[src/rtl/ps2_host_transmitter.sv]
// ps2_host_transmitter: host-to-device PS/2 command transmitter.
// Runs inhibit, request-to-send, device-clocked data/parity/stop and
// acknowledge, then reports done or error. Lines are driven open-drain
// through drive-low enables; pad tristates live outside this block.
// Optional build macro: PS2_TX_RETRY_EN (one automatic retry on failure).
// INHIBIT_CYCLES must be at least 2 so the start bit can be set up in the
// last inhibit cycle.
module ps2_host_transmitter #(
  parameter int INHIBIT_CYCLES = 5000,
  parameter int TIMEOUT_CYCLES = 750000,
  parameter int SYNC_STAGES    = 2
) (
  input  logic       control_clock,
  input  logic       control_reset_n,
  input  logic [7:0] command_byte,
  input  logic       command_valid,
  output logic       command_ready,
  input  logic       ps2_clk_in,
  input  logic       ps2_data_in,
  output logic       ps2_clk_drive_low,
  output logic       ps2_data_drive_low,
  output logic       transmit_busy,
  output logic       transmit_done,
  output logic       transmit_error
);

  localparam int CNT_MAX = (INHIBIT_CYCLES > TIMEOUT_CYCLES) ? INHIBIT_CYCLES : TIMEOUT_CYCLES;
  localparam int CNT_W   = $clog2(CNT_MAX + 1);

  localparam logic [CNT_W-1:0] INH_PRE  = CNT_W'(INHIBIT_CYCLES - 2);
  localparam logic [CNT_W-1:0] INH_LAST = CNT_W'(INHIBIT_CYCLES - 1);
  localparam logic [CNT_W-1:0] TO_LAST  = CNT_W'(TIMEOUT_CYCLES - 1);

  localparam logic [3:0] IDLE      = 4'd0;
  localparam logic [3:0] INHIBIT   = 4'd1;
  localparam logic [3:0] START     = 4'd2;
  localparam logic [3:0] DATA      = 4'd3;
  localparam logic [3:0] PARITY    = 4'd4;
  localparam logic [3:0] STOP      = 4'd5;
  localparam logic [3:0] ACK       = 4'd6;
  localparam logic [3:0] WAIT_IDLE = 4'd7;
  localparam logic [3:0] DONE      = 4'd8;
  localparam logic [3:0] ERROR     = 4'd9;

  logic [SYNC_STAGES-1:0] clk_sync_q, data_sync_q;
  logic                   clk_prev_q;
  logic                   clk_s, data_s, fall;

  logic [3:0]       state_q, state_d;
  logic [CNT_W-1:0] cnt_q, cnt_d;
  logic [2:0]       bit_cnt_q, bit_cnt_d;
  logic [7:0]       shift_q, shift_d;
  logic             parity_q, parity_d;
  logic             clk_drv_q, clk_drv_d;
  logic             data_drv_q, data_drv_d;
  logic             timed, fail;
`ifdef PS2_TX_RETRY_EN
  logic [7:0]       byte_q, byte_d;
  logic             retry_q, retry_d;
`endif

  // Resynchronise the raw lines; reset to the idle-high level so no edge is faked
  always_ff @(posedge control_clock) begin
    if (!control_reset_n) begin
      clk_sync_q  <= '1;
      data_sync_q <= '1;
      clk_prev_q  <= 1'b1;
    end else begin
      clk_sync_q  <= {clk_sync_q[SYNC_STAGES-2:0], ps2_clk_in};
      data_sync_q <= {data_sync_q[SYNC_STAGES-2:0], ps2_data_in};
      clk_prev_q  <= clk_sync_q[SYNC_STAGES-1];
    end
  end

  assign clk_s  = clk_sync_q[SYNC_STAGES-1];
  assign data_s = data_sync_q[SYNC_STAGES-1];
  assign fall   = clk_prev_q & ~clk_s;

  // States during which the device owns the clock and the timeout runs
  assign timed = (state_q == START) || (state_q == DATA) || (state_q == PARITY) ||
                 (state_q == STOP)  || (state_q == ACK)  || (state_q == WAIT_IDLE);

  // Frame sequencer: next state, counters and line drives
  always_comb begin
    state_d    = state_q;
    cnt_d      = cnt_q;
    bit_cnt_d  = bit_cnt_q;
    shift_d    = shift_q;
    parity_d   = parity_q;
    clk_drv_d  = clk_drv_q;
    data_drv_d = data_drv_q;
    fail       = 1'b0;
`ifdef PS2_TX_RETRY_EN
    byte_d     = byte_q;
    retry_d    = retry_q;
`endif
    case (state_q)
      IDLE: begin
        clk_drv_d  = 1'b0;
        data_drv_d = 1'b0;
`ifdef PS2_TX_RETRY_EN
        retry_d    = 1'b0;
`endif
        if (command_valid) begin
          shift_d   = command_byte;
          parity_d  = ~^command_byte;
          cnt_d     = '0;
          bit_cnt_d = '0;
          clk_drv_d = 1'b1;
          state_d   = INHIBIT;
`ifdef PS2_TX_RETRY_EN
          byte_d    = command_byte;
`endif
        end
      end
      INHIBIT: begin
        cnt_d = cnt_q + 1'b1;
        // Start bit goes out in the last inhibit cycle so it is already
        // low when the clock line is released.
        if (cnt_q == INH_PRE) data_drv_d = 1'b1;
        if (cnt_q == INH_LAST) begin
          clk_drv_d = 1'b0;
          cnt_d     = '0;
          state_d   = START;
        end
      end
      START: if (fall) begin
        // First device falling edge carries data bit 0
        data_drv_d = ~shift_q[0];
        shift_d    = shift_q >> 1;
        bit_cnt_d  = 3'd1;
        state_d    = DATA;
      end
      DATA: if (fall) begin
        data_drv_d = ~shift_q[0];
        shift_d    = shift_q >> 1;
        bit_cnt_d  = bit_cnt_q + 1'b1;
        if (bit_cnt_q == 3'd7) state_d = PARITY;
      end
      PARITY: if (fall) begin
        data_drv_d = ~parity_q;
        state_d    = STOP;
      end
      STOP: if (fall) begin
        data_drv_d = 1'b0;
        state_d    = ACK;
      end
      ACK: if (fall) begin
        if (data_s) fail = 1'b1;
        else        state_d = WAIT_IDLE;
      end
      WAIT_IDLE: if (clk_s && data_s) state_d = DONE;
      DONE, ERROR: begin
        clk_drv_d  = 1'b0;
        data_drv_d = 1'b0;
        state_d    = IDLE;
      end
      default: begin
        clk_drv_d  = 1'b0;
        data_drv_d = 1'b0;
        state_d    = IDLE;
      end
    endcase

    // Timeout wins over any edge seen in the same cycle
    if (timed) begin
      if (cnt_q == TO_LAST) fail = 1'b1;
      else                  cnt_d = cnt_q + 1'b1;
    end

    if (fail) begin
      clk_drv_d  = 1'b0;
      data_drv_d = 1'b0;
      state_d    = ERROR;
`ifdef PS2_TX_RETRY_EN
      if (!retry_q) begin
        // Second attempt: same byte and parity, from the inhibit phase
        retry_d   = 1'b1;
        shift_d   = byte_q;
        cnt_d     = '0;
        bit_cnt_d = '0;
        clk_drv_d = 1'b1;
        state_d   = INHIBIT;
      end
`endif
    end
  end

  // Sequencer state registers
  always_ff @(posedge control_clock) begin
    if (!control_reset_n) begin
      state_q    <= IDLE;
      cnt_q      <= '0;
      bit_cnt_q  <= '0;
      shift_q    <= '0;
      parity_q   <= 1'b0;
      clk_drv_q  <= 1'b0;
      data_drv_q <= 1'b0;
`ifdef PS2_TX_RETRY_EN
      byte_q     <= '0;
      retry_q    <= 1'b0;
`endif
    end else begin
      state_q    <= state_d;
      cnt_q      <= cnt_d;
      bit_cnt_q  <= bit_cnt_d;
      shift_q    <= shift_d;
      parity_q   <= parity_d;
      clk_drv_q  <= clk_drv_d;
      data_drv_q <= data_drv_d;
`ifdef PS2_TX_RETRY_EN
      byte_q     <= byte_d;
      retry_q    <= retry_d;
`endif
    end
  end

  assign ps2_clk_drive_low  = clk_drv_q;
  assign ps2_data_drive_low = data_drv_q;
  assign command_ready      = (state_q == IDLE);
  assign transmit_busy      = (state_q != IDLE);
  assign transmit_done      = (state_q == DONE);
  assign transmit_error     = (state_q == ERROR);

endmodule

[config.mk]
export PLATFORM = sky130hd
export DESIGN_NAME = ps2_host_transmitter
export DESIGN_NICKNAME = d
export VERILOG_FILES = /design/src/rtl/ps2_host_transmitter.sv
export SDC_FILE = /design/constraint.sdc
export NUM_CORES = 1
export LEC_CHECK = 0
export ABC_AREA = 1
export CORE_MARGIN = 2
export CORE_UTILIZATION = 51
export DETAILED_ROUTE_END_ITERATION = 10
export PLACE_DENSITY_LB_ADDON = 0.25
export SKIP_LAST_GASP = 1
export SLEW_MARGIN = 20
export SYNTH_ARGS = -nofsm -noshare
export SYNTH_HDL_FRONTEND = slang
export SYNTH_SLANG_ARGS = --single-unit
[constraint.sdc]
create_clock -name control_clock -period 3.4 [get_ports control_clock]
set_clock_uncertainty 0.05 [all_clocks]
set_input_delay 0.68 -clock control_clock [delete_from_list [all_inputs] [get_ports control_clock]]
set_output_delay 0.68 -clock control_clock [all_outputs]
set_load 0.01 [all_outputs]
==> summary.md, run 1 <==
| Metric | Value |
|---|---|
| Path depth of the worst reg2reg path | `7` |
| R2r setup slk | `1.31 ns` |
| Top cell type's share of synthesized area | `33.7%` |
| Syn_area_per_cell | `6.69 um2` |
| Post_cts resized | `0` |
| Most common cell in the netlist | `nand2_1` |
| Layout net count | `415` |
| Mapped Nets | `399` |
| EDFF count, synth | `0` |
| First-pass GRT wire length | `9770 um` |
| Grt ovf | `0` |
| Largest net degree at the start of global routing | `26` |
| Yosys reg bits | `43` |
| Post-synthesis sequential area ratio | `~34%` |
| Max-Cap Viols | `0` |
| Crit start category | `flop` |
| CP max stage cell | `clkdlybuf4s50_1` |
| Aggregate negative setup slack | `0 ns` |
| Fin cells | `466` |
| CP dominant cell by count | `nor2_4` |
| Netlist cell types | `34` |
| Critical path type | `flop to output pin` |
| CP arrival | `1.80 ns` |
| Antenna Violating Nets Remaining | `0` |
| CP peak stage delay | `0.54 ns` |
| Layout Cell Area excl Fill | `2880 um2` |
| Synth-to-layout area growth | `12.8%` |
| CTS Buf Count | `5` |
| Mapped Cells | `382` |
| Biggest area consumer among synthesized cells | `dfxtp_1` |
| Peak VDD IR | `0.000460 V` |
| Antenna cell count | `0` |
| Wirelength per Cell | `approximately 12 um` |
| Post-DP HPWL | `just over 4000 um` |
| Leak Pwr | `1.17 nW` |
| Initial antenna violation count | `0` |
| Worst Min Path Start | `data_sync_q[0]$_SDFF_PN1_` |
| Relative slew slack | `46.2%` |
| CP top delay family | `buffers and inverters` |
| Initial DRC Count | `150` |
| Ports | `19` |
| Peak Freq | `between 300 and 400 MHz` |
| PortBufs | `18` |
| Top FF cell, synth | `dfxtp_1` |
| Hold slack | `0.372 ns` |
| Period utilisation layout | `between 70% and 80%` |
| Actual slew at the worst max-slew pin | `0.806 ns` |
| Htree depth | `2` |
| Root Driver | `clkbuf_8` |
| Synth warn | `0` |
| Number of setup buffers added after CTS | `0` |
| DR vias/cell | `5.36` |
| CP Max Fanout | `13` |
| Mapped cell area | `2550 um2` |
| Setup-failing EPs final | `0` |
| Worst-case clock buffer depth | `2` |
| Worst reg2reg endpoint | `cnt_q[10]$_SDFF_PN0_` |
| RSZ-0062 raised after global routing | `no` |
| Critical Path RT | `2.67 ns` |
| Reg2reg start | `state_q[3]$_SDFFE_PN0P_` |
| Fin util | `around 60%` |
| Die area | `5590 um2` |
| Worst Setup End Kind | `output pin` |
| Async S/R FF share, synth | `0%` |
| Crit path cell chain | `nor2_4 -> inv_2 -> nor2_4 -> clkdlybuf4s50_1` |
| Dpl cell area | `2780 um2` |
| Power Density | `596 nW/um2` |
| Num rows | `25` |
| DRC viols | `0` |
| Clock sink count | `43` |
| Placed cell count | `around 460` |
| Initial Utilization | `53.4%` |
| Final hold vios | `0` |
| Synth cell count leaders | `nand2_1 (77), nand3_1 (64), dfxtp_1 (43)` |
| Final WL | `5810 um` |
| Die X-Extent | `74.8 um` |
| Hold Path Stages | `1` |
| Buf/Inv on CP | `2` |
| Critical Path Start | `state_q[3]$_SDFFE_PN0P_` |
| Worst-path clk slew | `~0.080 ns` |
| Min-delay worst type | `flop to flop` |
| Via count | `about 2.5k` |
| Area contributors post-synth | `dfxtp_1 (34%), nand3_1 (13%), nand2_1 (11%), inv_1 (5.3%), a21oi_1 (5.1%)` |
| Layout cells sized above 1 | `slightly below 10%` |
| CTS tree | `built` |
| GPL Wtd Cong | `0.874` |
| Total core area | `roughly 4800 um2` |
| Worst-skew pair later-pin latency | `0.31 ns` |
| Final min period | `2.53 ns` |
| Drt first pass iters | `4` |
| Status | `finished, final reports clean` |
| Slew Limit Fails | `0` |
| Die height | `about 75 um` |
| Cts hold-fix bufs | `0` |
| Hold Path Sink | `data_sync_q[1]$_SDFF_PN1_` |
| Global Route Usage Sum | `22.6%` |
| Vias in the first global route | `2292` |
-- metal layers --
layer | wire length, um | GRT usage, % | vias up
met5 | 0 | 0 | -
met4 | 79 | 7.54 | 0
met3 | 242 | 4.42 | 6
met2 | 2900 | 40.7 | 37
met1 | 2590 | 27.0 | 1157
li1 | - | - | 1296
-- logic make-up after synthesis --
family | after synthesis | share of synthesized area (%)
buffers and inverters | 56 | 9.11
DFF | 43 | 33.7
xor gates and xnor gates | 12 | 4.11
adders and majority gates | 4 | 1.96
AOI/OAI and AO/OA | 59 | 12.6
and+or+nand+nor | 208 | 38.5
-- power by group --
group	leakage [nW]	switching (W)	internal [W]
registers	0.351	0.0000526	0.000576
logic	0.769	0.000477	0.000242
clock network	0.0505	0.000183	0.000185
-- sequential cells by signal, summed over array words and instances, names as in the netlist --
| signal | flops |
|---|---|
| clk_prev_q | 1 |
| data_sync_q | 2 |
| ps2_clk_drive_low | 1 |
| parity_q | 1 |
| bit_cnt_q | 3 |
| state_q | 4 |
| ps2_data_drive_low | 1 |
| shift_q | 8 |
| clk_sync_q | 2 |
| cnt_q | 20 |
-- cell usage in the layout, fill, tap and decap left out, drive strengths merged --
master         synthesis  routed
ha                     4       4
and3                   1       1
dfxtp                 43      43
xor2                   5       5
a21oi                 27      27
nand3                 65      65
nand4                  6       6
nand2                 82      82
nor4                   1       1
o21ai                 19      19
nor2                  40      40
clkinvlp               0       1
a31oi                  9       9
clkdlybuf4s50          0      18
clkinv                 1       1
buf                    9       4
o31ai                  2       2
o221ai                 1       1
or2                    5       5
inv                   42      42
nand3b                 1       1
xnor2                  7       7
o21bai                 1       1
nor3                   7       7
clkbuf                 4       7
-- metrics by stage --
step	setup slack (ns)	power, W
final	0.870	0.00172
after global routing	0.783	0.00183
after CTS	0.862	0.00173
after detailed placement	0.922	0.00136
after global placement	0.935	0.00135
after floorplan	1.68	0.00118
-- final cells by class --
class | count | area [um2]
tap | 67 | 83.8
multi-input combinational | 283 | 1460
fill | 451 | 1900
clock buffer | 7 | 96.3
sequential | 43 | 861
timing repair buffer | 22 | 210
clock inverter | 1 | 7.51
inverter | 43 | 161
-- worst max-delay path by stage --
stage	end	depth (start not counted)	slack, ns
2_1_floorplan	transmit_error	2	1.68
3_3_place_gp	cnt_q[14]$_SDFF_PN0_	6	0.94
3_5_place_dp	cnt_q[10]$_SDFF_PN0_	6	0.92
4_1_cts	command_ready	4	0.86
5_1_grt	transmit_error	3	0.78
6_report	command_ready	4	0.87
(Power assumes the default switching activity.)
==> run 2: changes to the inputs <==
Clock period 3.4 ns to 2.5 ns, I/O delays scaled along.
==> run 2 against run 1 <==
Effect of this change: combinational power grew 38%; die area did not move; worst hold slack worse by 0.0065 ns; highest routed layer unchanged.
==> summary.md, run 2 (synthesis gave the netlist of run 1 again) <==
| Metric | Value |
|---|---|
| RSZ-0062 raised after global routing | `no (unchanged)` |
| CP max stage cell | `clkdlybuf4s50_1 (unchanged)` |
| CP peak stage delay | `0.54 ns (about the same)` |
| Final hold vios | `0 (unchanged)` |
| Vias in the first global route | `2409 (was 2292)` |
| Status | `finished, final reports clean (unchanged)` |
| DR vias/cell | `5.34 (was 5.36)` |
| Antenna Violating Nets Remaining | `0 (unchanged)` |
| Peak Freq | `435 MHz` |
| Num rows | `25 (unchanged)` |
| Pre-CTS setup slack | `0.519 ns (was 0.922 ns)` |
| Worst-case clock buffer depth | `2 (unchanged)` |
| Placed cell count | `460 (was 458)` |
| Register with the highest flop count | `cnt_q (unchanged)` |
| Aggregate negative setup slack | `0 ns (unchanged)` |
| M1 GR Usage | `29.1% (was 27.0%)` |
| Worst-path clk slew | `0.08 ns (about the same)` |
| DRC viols | `0 (unchanged)` |
| Number of setup buffers added after CTS | `0 (unchanged)` |
| Worst-skew pair later-pin latency | `0.29 ns (was 0.31 ns)` |
| Initial DRC Count | `140 (was 150)` |
| Initial Utilization | `53.4% (unchanged)` |
| CTS Buf Count | `5 (unchanged)` |
| Setup-failing EPs final | `0 (unchanged)` |
| Die X-Extent | `74.8 um (unchanged)` |
| Drt first pass iters | `5 (was 4)` |
| Max reg flops | `20 (unchanged)` |
| Buf/Inv on CP | `2 (unchanged)` |
| Met2 Resource Use GR | `41.2% (was 40.7%)` |
| Min-delay worst type | `flop to flop (unchanged)` |
| Die height | `74.8 um (unchanged)` |
| Post_cts resized | `0 (unchanged)` |
| Critical Path Start | `state_q[3]$_SDFFE_PN0P_ (unchanged)` |
| GPL Wtd Cong | `0.925 (was 0.874)` |
| Critical Path End | `command_ready (unchanged)` |
| Most frequent cells in the layout | `nand2_1 (77), nand3_1 (64), dfxtp_1 (43), inv_1 (36), nor2_1 (32) (unchanged)` |
| Fill count | `483 (was 451)` |
| PortBufs | `18 (unchanged)` |
| CP arrival | `1.75 ns (was 1.80 ns)` |
| Total core area | `4790 um2 (unchanged)` |
| Slew Limit Fails | `0 (unchanged)` |
| Via count | `2493 (was 2496)` |
| Fin cells | `467 (was 466)` |
| CP top delay family | `buffers and inverters (unchanged)` |
| Antenna cell count | `0 (unchanged)` |
| Power Density | `801 nW/um2 (was 596 nW/um2)` |
| R2r setup slk | `0.56 ns (was 1.31 ns)` |
| Setup WS post-layout | `0.202 ns (was 0.870 ns)` |
| Synth-to-layout area growth | `12.7% (was 12.8%)` |
| Path depth of the worst reg2reg path | `11 (was 7)` |
| Largest net degree at the start of global routing | `21 (was 26)` |
| Htree depth | `2 (unchanged)` |
| Max-Cap Viols | `0 (unchanged)` |
| Worst Setup End Kind | `output pin (unchanged)` |
| Die area | `5590 um2 (unchanged)` |
| Hold slack | `0.365 ns (was 0.372 ns)` |
| Reg2reg start | `cnt_q[1]$_SDFF_PN0_ (was state_q[3]$_SDFFE_PN0P_)` |
| Grt ovf | `0 (unchanged)` |
| Global Route Usage Sum | `23.3% (was 22.6%)` |
| Clock sink count | `43 (unchanged)` |
| Critical path type | `flop to output pin (unchanged)` |
| Layout net count | `417 (was 415)` |
| Final min period | `2.30 ns` |
| Critical Path RT | `1.95 ns (was 2.67 ns)` |
| CTS tree | `built (unchanged)` |
| CP dominant cell by count | `nor2_4 (unchanged)` |
| Wirelength per Cell | `12.3 um (was 12.5 um)` |
| Leak Pwr | `1.18 nW (was 1.17 nW)` |
| Post-DP HPWL | `4300 um (was 4110 um)` |
| Top flop regs | `cnt_q: 20 flops, shift_q: 8 flops, state_q: 4 flops (unchanged)` |
| Ports | `19 (unchanged)` |
| Crit path cell chain | `nor2_4 -> inv_2 -> nor2_4 -> clkdlybuf4s50_1 (unchanged)` |
| Met3 Usage GRT | `3.75% (was 4.42%)` |
| Worst reg2reg endpoint | `cnt_q[4]$_SDFF_PN0_ (was cnt_q[10]$_SDFF_PN0_)` |
| CP Max Fanout | `13 (unchanged)` |
| Grt peak-use layer | `met2 (unchanged)` |
| CP Depth | `4 (unchanged)` |
| Root Driver | `clkbuf_8 (unchanged)` |
| Initial antenna violation count | `0 (unchanged)` |
| Final WL | `5740 um (was 5810 um)` |
| Cts hold-fix bufs | `0 (unchanged)` |
| Crit start category | `flop (unchanged)` |
| First-pass GRT wire length | `10300 um (was 9770 um)` |
| Layout cells sized above 1 | `10.0% (was 9.77%)` |
| Period utilisation layout | `91.9%` |
| Design Power | `0.00231 W (was 0.00172 W)` |
| Actual slew at the worst max-slew pin | `0.370 ns (was 0.806 ns)` |
| Peak VDD IR | `0.000784 V (was 0.000460 V)` |
| Relative slew slack | `75.3% (was 46.2%)` |
| Most common cell after layout, fill and taps aside | `nand2_1 (unchanged)` |
-- run 2: per-layer routing --
metal	wire length, um	share of wire, %
met4	45	0.78
met5	0	0
met3	191	3.3
met2	2860	50
met1	2640	46
-- run 2: report_power, final --
| group | switching [W] | total, W | internal [W] |
|---|---|---|---|
| Combinational | 0.000648 | 0.000991 | 0.000343 |
| Sequential | 0.0000787 | 0.000862 | 0.000784 |
| Clock | 0.000237 | 0.000454 | 0.000217 |
-- run 2: worst min-delay path by stage --
stage                               from  slack (ns)                         to  depth (start not counted)
3_5_place_dp    clk_sync_q[0]$_SDFF_PN1_        0.35   clk_sync_q[1]$_SDFF_PN1_                          1
6_report        clk_sync_q[0]$_SDFF_PN1_        0.37   clk_sync_q[1]$_SDFF_PN1_                          1
3_3_place_gp   data_sync_q[0]$_SDFF_PN1_        0.35  data_sync_q[1]$_SDFF_PN1_                          1
2_1_floorplan   clk_sync_q[0]$_SDFF_PN1_        0.34   clk_sync_q[1]$_SDFF_PN1_                          1
5_1_grt        data_sync_q[0]$_SDFF_PN1_        0.39  data_sync_q[1]$_SDFF_PN1_                          1
4_1_cts        data_sync_q[0]$_SDFF_PN1_        0.37  data_sync_q[1]$_SDFF_PN1_                          1
-- run 2: stage by stage --
| stage | cell area, um2 | utilization [%] |
|---|---|---|
| 2_1_floorplan | 2550 | - |
| 3_3_place_gp | 2790 | 58.4 |
| 3_5_place_dp | 2790 | 58.4 |
| 4_1_cts | 2880 | 60.2 |
| 5_1_grt | 2880 | 60.2 |
| 6_report | 2880 | 60.2 |
-- run 2: final cells by class --
type | instances | area [um2] | area share [%]
tap | 67 | 83.8 | 2.91
multi-input combinational | 283 | 1460 | 50.7
clock buffer | 6 | 82.6 | 2.87
clock inverter | 1 | 5.00 | 0.174
timing repair buffer | 24 | 225 | 7.82
sequential | 43 | 861 | 29.9
inverter | 43 | 161 | 5.60
==> run 3: changes to the inputs <==
Settings changed: ABC_AREA 1 to unset.
==> run 3 against run 2 <==
Effect of this change: critical path depth is 3 higher; die area is 7.4% lower; largest power group unchanged; worst setup slack better by 0.029 ns; first-iteration DRC count is 15% higher; synthesized area is 7.8% lower; global-route usage is 1.4 points lower; final cell count is 21% lower.
==> summary.md, run 3 <==
| Metric | Value |
|---|---|
| Relative slew slack | `60.9% (was 75.3%)` |
| Xor and xnor area share after synthesis | `2.98% (was 4.11%)` |
| First-pass GRT wire length | `9000 um (was 10300 um)` |
| Hold Path Stages | `1 (unchanged)` |
| Crit path cell chain | `or4bb_1 -> nor3_1 -> a31o_2 -> a21oi_2 -> buf_4 -> a21o_1 -> a22o_1 (was nor2_4 -> inv_2 -> nor2_4 -> clkdlybuf4s50_1)` |
| Synth cell count leaders | `dfxtp_1 (43), nand2_1 (38), nand3_1 (26) (was nand2_1 (77), nand3_1 (64), dfxtp_1 (43))` |
| Antenna cell count | `0 (unchanged)` |
| Placed cell count | `363 (was 460)` |
| EDFF count, synth | `0 (unchanged)` |
| Critical Path RT | `2.65 ns (was 1.95 ns)` |
| Path depth of the worst reg2reg path | `7 (was 11)` |
| Worst reg2reg endpoint | `cnt_q[3]$_SDFF_PN0_ (was cnt_q[4]$_SDFF_PN0_)` |
| Fin cells | `371 (was 467)` |
| Actual slew at the worst max-slew pin | `0.580 ns (was 0.370 ns)` |
| DRC viols | `0 (unchanged)` |
| Initial antenna violation count | `0 (unchanged)` |
| Worst-path clk slew | `0.08 ns (about the same)` |
| Synth Area in Simple Gates | `30.2% (was 38.5%)` |
| Most frequent cells in the layout | `dfxtp_1 (43), nand2_1 (38), nand3_1 (26), a21oi_1 (25), nor2_1 (23) (was nand2_1 (77), nand3_1 (64), dfxtp_1 (43), inv_1 (36), nor2_1 (32))` |
| Most common cell after layout, fill and taps aside | `dfxtp_1 (was nand2_1)` |
| Post_cts resized | `0 (unchanged)` |
| Worst-skew pair later-pin latency | `0.30 ns (was 0.29 ns)` |
| R2r setup slk | `0.23 ns (was 0.56 ns)` |
| Leak Pwr | `0.985 nW (was 1.18 nW)` |
| Mapped cell area | `2350 um2 (was 2550 um2)` |
| CP max stage cell | `or4bb_1 (was clkdlybuf4s50_1)` |
| Main combinational cell family by area after synthesis | `simple AND/OR/NAND/NOR gates (unchanged)` |
| Critical path type | `flop to flop (was flop to output pin)` |
| CP arrival | `2.42 ns (was 1.75 ns)` |
| Reg2reg start | `cnt_q[2]$_SDFF_PN0_ (was cnt_q[1]$_SDFF_PN0_)` |
| Peak Freq | `441 MHz (was 435 MHz)` |
| Yosys reg bits | `43 (unchanged)` |
| Vias in the first global route | `1918 (was 2409)` |
| Max-Cap Viols | `0 (unchanged)` |
| Largest net degree at the start of global routing | `19 (was 21)` |
| Top FF cell, synth | `dfxtp_1 (unchanged)` |
| Syn_area_per_cell | `7.88 um2 (was 6.69 um2)` |
| Crit start category | `flop (unchanged)` |
| Hold slack | `0.361 ns (was 0.365 ns)` |
| CTS Buf Count | `5 (unchanged)` |
| Setup-failing EPs final | `0 (unchanged)` |
| Period utilisation layout | `90.8% (was 91.9%)` |
| Cts hold-fix bufs | `0 (unchanged)` |
| Synth-to-layout area growth | `13.8% (was 12.7%)` |
| Global Route Usage Sum | `21.9% (was 23.3%)` |
| CP peak stage delay | `0.50 ns (was 0.54 ns)` |
| Hold Path Sink | `clk_sync_q[1]$_SDFF_PN1_ (unchanged)` |
| Peak VDD IR | `0.000390 V (was 0.000784 V)` |
| Top cell type's share of synthesized area | `36.6% (was 33.7%)` |
| Power Density | `881 nW/um2 (was 801 nW/um2)` |
| Layout cells sized above 1 | `8.78% (was 10.0%)` |
| Layout net count | `335 (was 417)` |
| Die X-Extent | `72.0 um (was 74.8 um)` |
| Post-synthesis compound-gate area fraction | `22.4% (was 12.6%)` |
| Final WL | `5290 um (was 5740 um)` |
| Final hold vios | `0 (unchanged)` |
| Wirelength per Cell | `14.3 um (was 12.3 um)` |
| Mapped Cells | `299 (was 382)` |
| Register with the highest flop count | `cnt_q (unchanged)` |
| Area contributors post-synth | `dfxtp_1 (37%), nand2_1 (6.1%), nand3_1 (5.5%), a21oi_1 (5.3%), a31oi_1 (4.0%) (was dfxtp_1 (34%), nand3_1 (13%), nand2_1 (11%), inv_1 (5.3%), a21oi_1 (5.1%))` |
| Worst Min Path Start | `clk_sync_q[0]$_SDFF_PN1_ (unchanged)` |
| Final min period | `2.27 ns (was 2.30 ns)` |
| Mapped Nets | `316 (was 399)` |
| Total core area | `4410 um2 (was 4790 um2)` |
| PortBufs | `18 (unchanged)` |
| Via count | `2242 (was 2493)` |
| Status | `finished, final reports clean (unchanged)` |
| Number of setup buffers added after CTS | `0 (unchanged)` |
| Max reg flops | `20 (unchanged)` |
| Slew Limit Fails | `0 (unchanged)` |
| Die area | `5180 um2 (was 5590 um2)` |
| Root Driver | `clkbuf_8 (unchanged)` |
| Initial Utilization | `53.3% (was 53.4%)` |
| Mux cell area share after synthesis | `0.850% (was 0%)` |
| Post-Synth Adder-Cell Area | `2.13% (was 1.96%)` |
| Drt first pass iters | `5 (unchanged)` |
| Most common cell in the netlist | `dfxtp_1 (was nand2_1)` |
| Num rows | `24 (was 25)` |
| CTS tree | `built (unchanged)` |
| Aggregate negative setup slack | `0 ns (unchanged)` |
| Synth warn | `0 (unchanged)` |
| Async S/R FF share, synth | `0% (unchanged)` |
| Post-DP HPWL | `3870 um (was 4300 um)` |
| Worst Setup End Kind | `flop (was output pin)` |
| Die height | `72.0 um (was 74.8 um)` |
| Min-delay worst type | `flop to flop (unchanged)` |
| RSZ-0062 raised after global routing | `no (unchanged)` |
| Grt ovf | `0 (unchanged)` |
| Worst-case clock buffer depth | `2 (unchanged)` |
| Netlist cell types | `53 (was 34)` |
| Biggest area consumer among synthesized cells | `dfxtp_1 (unchanged)` |
| GPL Wtd Cong | `0.841 (was 0.925)` |
| Ports | `19 (unchanged)` |
| DR vias/cell | `6.04 (was 5.34)` |
| Initial DRC Count | `161 (was 140)` |
| Top flop regs | `cnt_q: 20 flops, shift_q: 8 flops, state_q: 4 flops (unchanged)` |
| Htree depth | `2 (unchanged)` |
| Clock sink count | `43 (unchanged)` |
| Post-synthesis sequential area ratio | `36.6% (was 33.7%)` |
| Antenna Violating Nets Remaining | `0 (unchanged)` |
| CP Max Fanout | `18 (was 13)` |
==> run 3: cell count changes after synthesis, sizes merged, moves of 6 or more <==
cell    delta
a311oi     +7
a31oi      +6
and3       +6
inv       -36
nand2     -43
nand2b    +12
nand3     -39
nor2      -17
o21ai     -10
==> run 3: worst max-delay path by stage <==
stage / cells past startpoint / from / slack [ns] / endpoint
3_3_place_gp: 7 / cnt_q[2]$_SDFF_PN0_ / 0.33 / cnt_q[3]$_SDFF_PN0_
6_report: 7 / cnt_q[2]$_SDFF_PN0_ / 0.23 / cnt_q[3]$_SDFF_PN0_
3_5_place_dp: 7 / cnt_q[2]$_SDFF_PN0_ / 0.28 / cnt_q[3]$_SDFF_PN0_
5_1_grt: 7 / cnt_q[2]$_SDFF_PN0_ / 0.06 / cnt_q[3]$_SDFF_PN0_
2_1_floorplan: 7 / cnt_q[11]$_SDFF_PN0_ / 0.45 / cnt_q[13]$_SDFF_PN0_
4_1_cts: 4 / state_q[2]$_SDFFE_PP0P_ / 0.25 / command_ready
==> run 3: critical path: cells and delay by family, from the launching register on <==
family          cells  cell delay (ns)
buf+inv             1             0.20
flops               1             0.48
simple gates        2             0.75
compound gates      4             0.68
==> run 3: kinds of logic after synthesis <==
group | count (synthesis)
AOI/OAI and AO/OA | 80
buffers and inverters | 24
DFF | 43
and+or+nand+nor | 138
muxes | 2
xor gates and xnor gates | 8
adders and majority gates | 4
==> run 3: through the flow <==
stage	setup slack (ns)	total power, W	cell area (um2)	util [%]
after CTS	0.247	0.00236	2680	60.7
after global routing	0.0597	0.00253	2680	60.7
after global placement	0.331	0.00191	2590	58.8
after floorplan	0.449	0.00163	2350	-
final	0.231	0.00236	2680	60.7
after detailed placement	0.282	0.00193	2590	58.8
==> run 3: cell type report <==
type,count,area (um2)
flip-flops and latches,43,861
well taps,52,65.1
clock inverters,2,12.5
inverters,7,26.3
multi-input cells,232,1380
repair buffers,29,263
fillers,403,1730
clock buffers,6,72.6
==> run 3: power breakdown <==
| part | leakage, nW | total, W | switching [W] | internal, W |
|---|---|---|---|---|
| clock | 0.0412 | 0.000441 | 0.000245 | 0.000196 |
| combinational | 0.594 | 0.00103 | 0.000593 | 0.000441 |
| sequential | 0.350 | 0.000885 | 0.000102 | 0.000783 |
==> run 3: per-layer routing <==
metal  vias to the layer above  wire length, um  global-route usage [%]
met2                        77             2370                    32.4
met5                         -                0                       0
met3                         5              314                    5.00
li1                       1127                -                       -
met4                         0               44                    5.66
met1                      1033             2560                    32.2
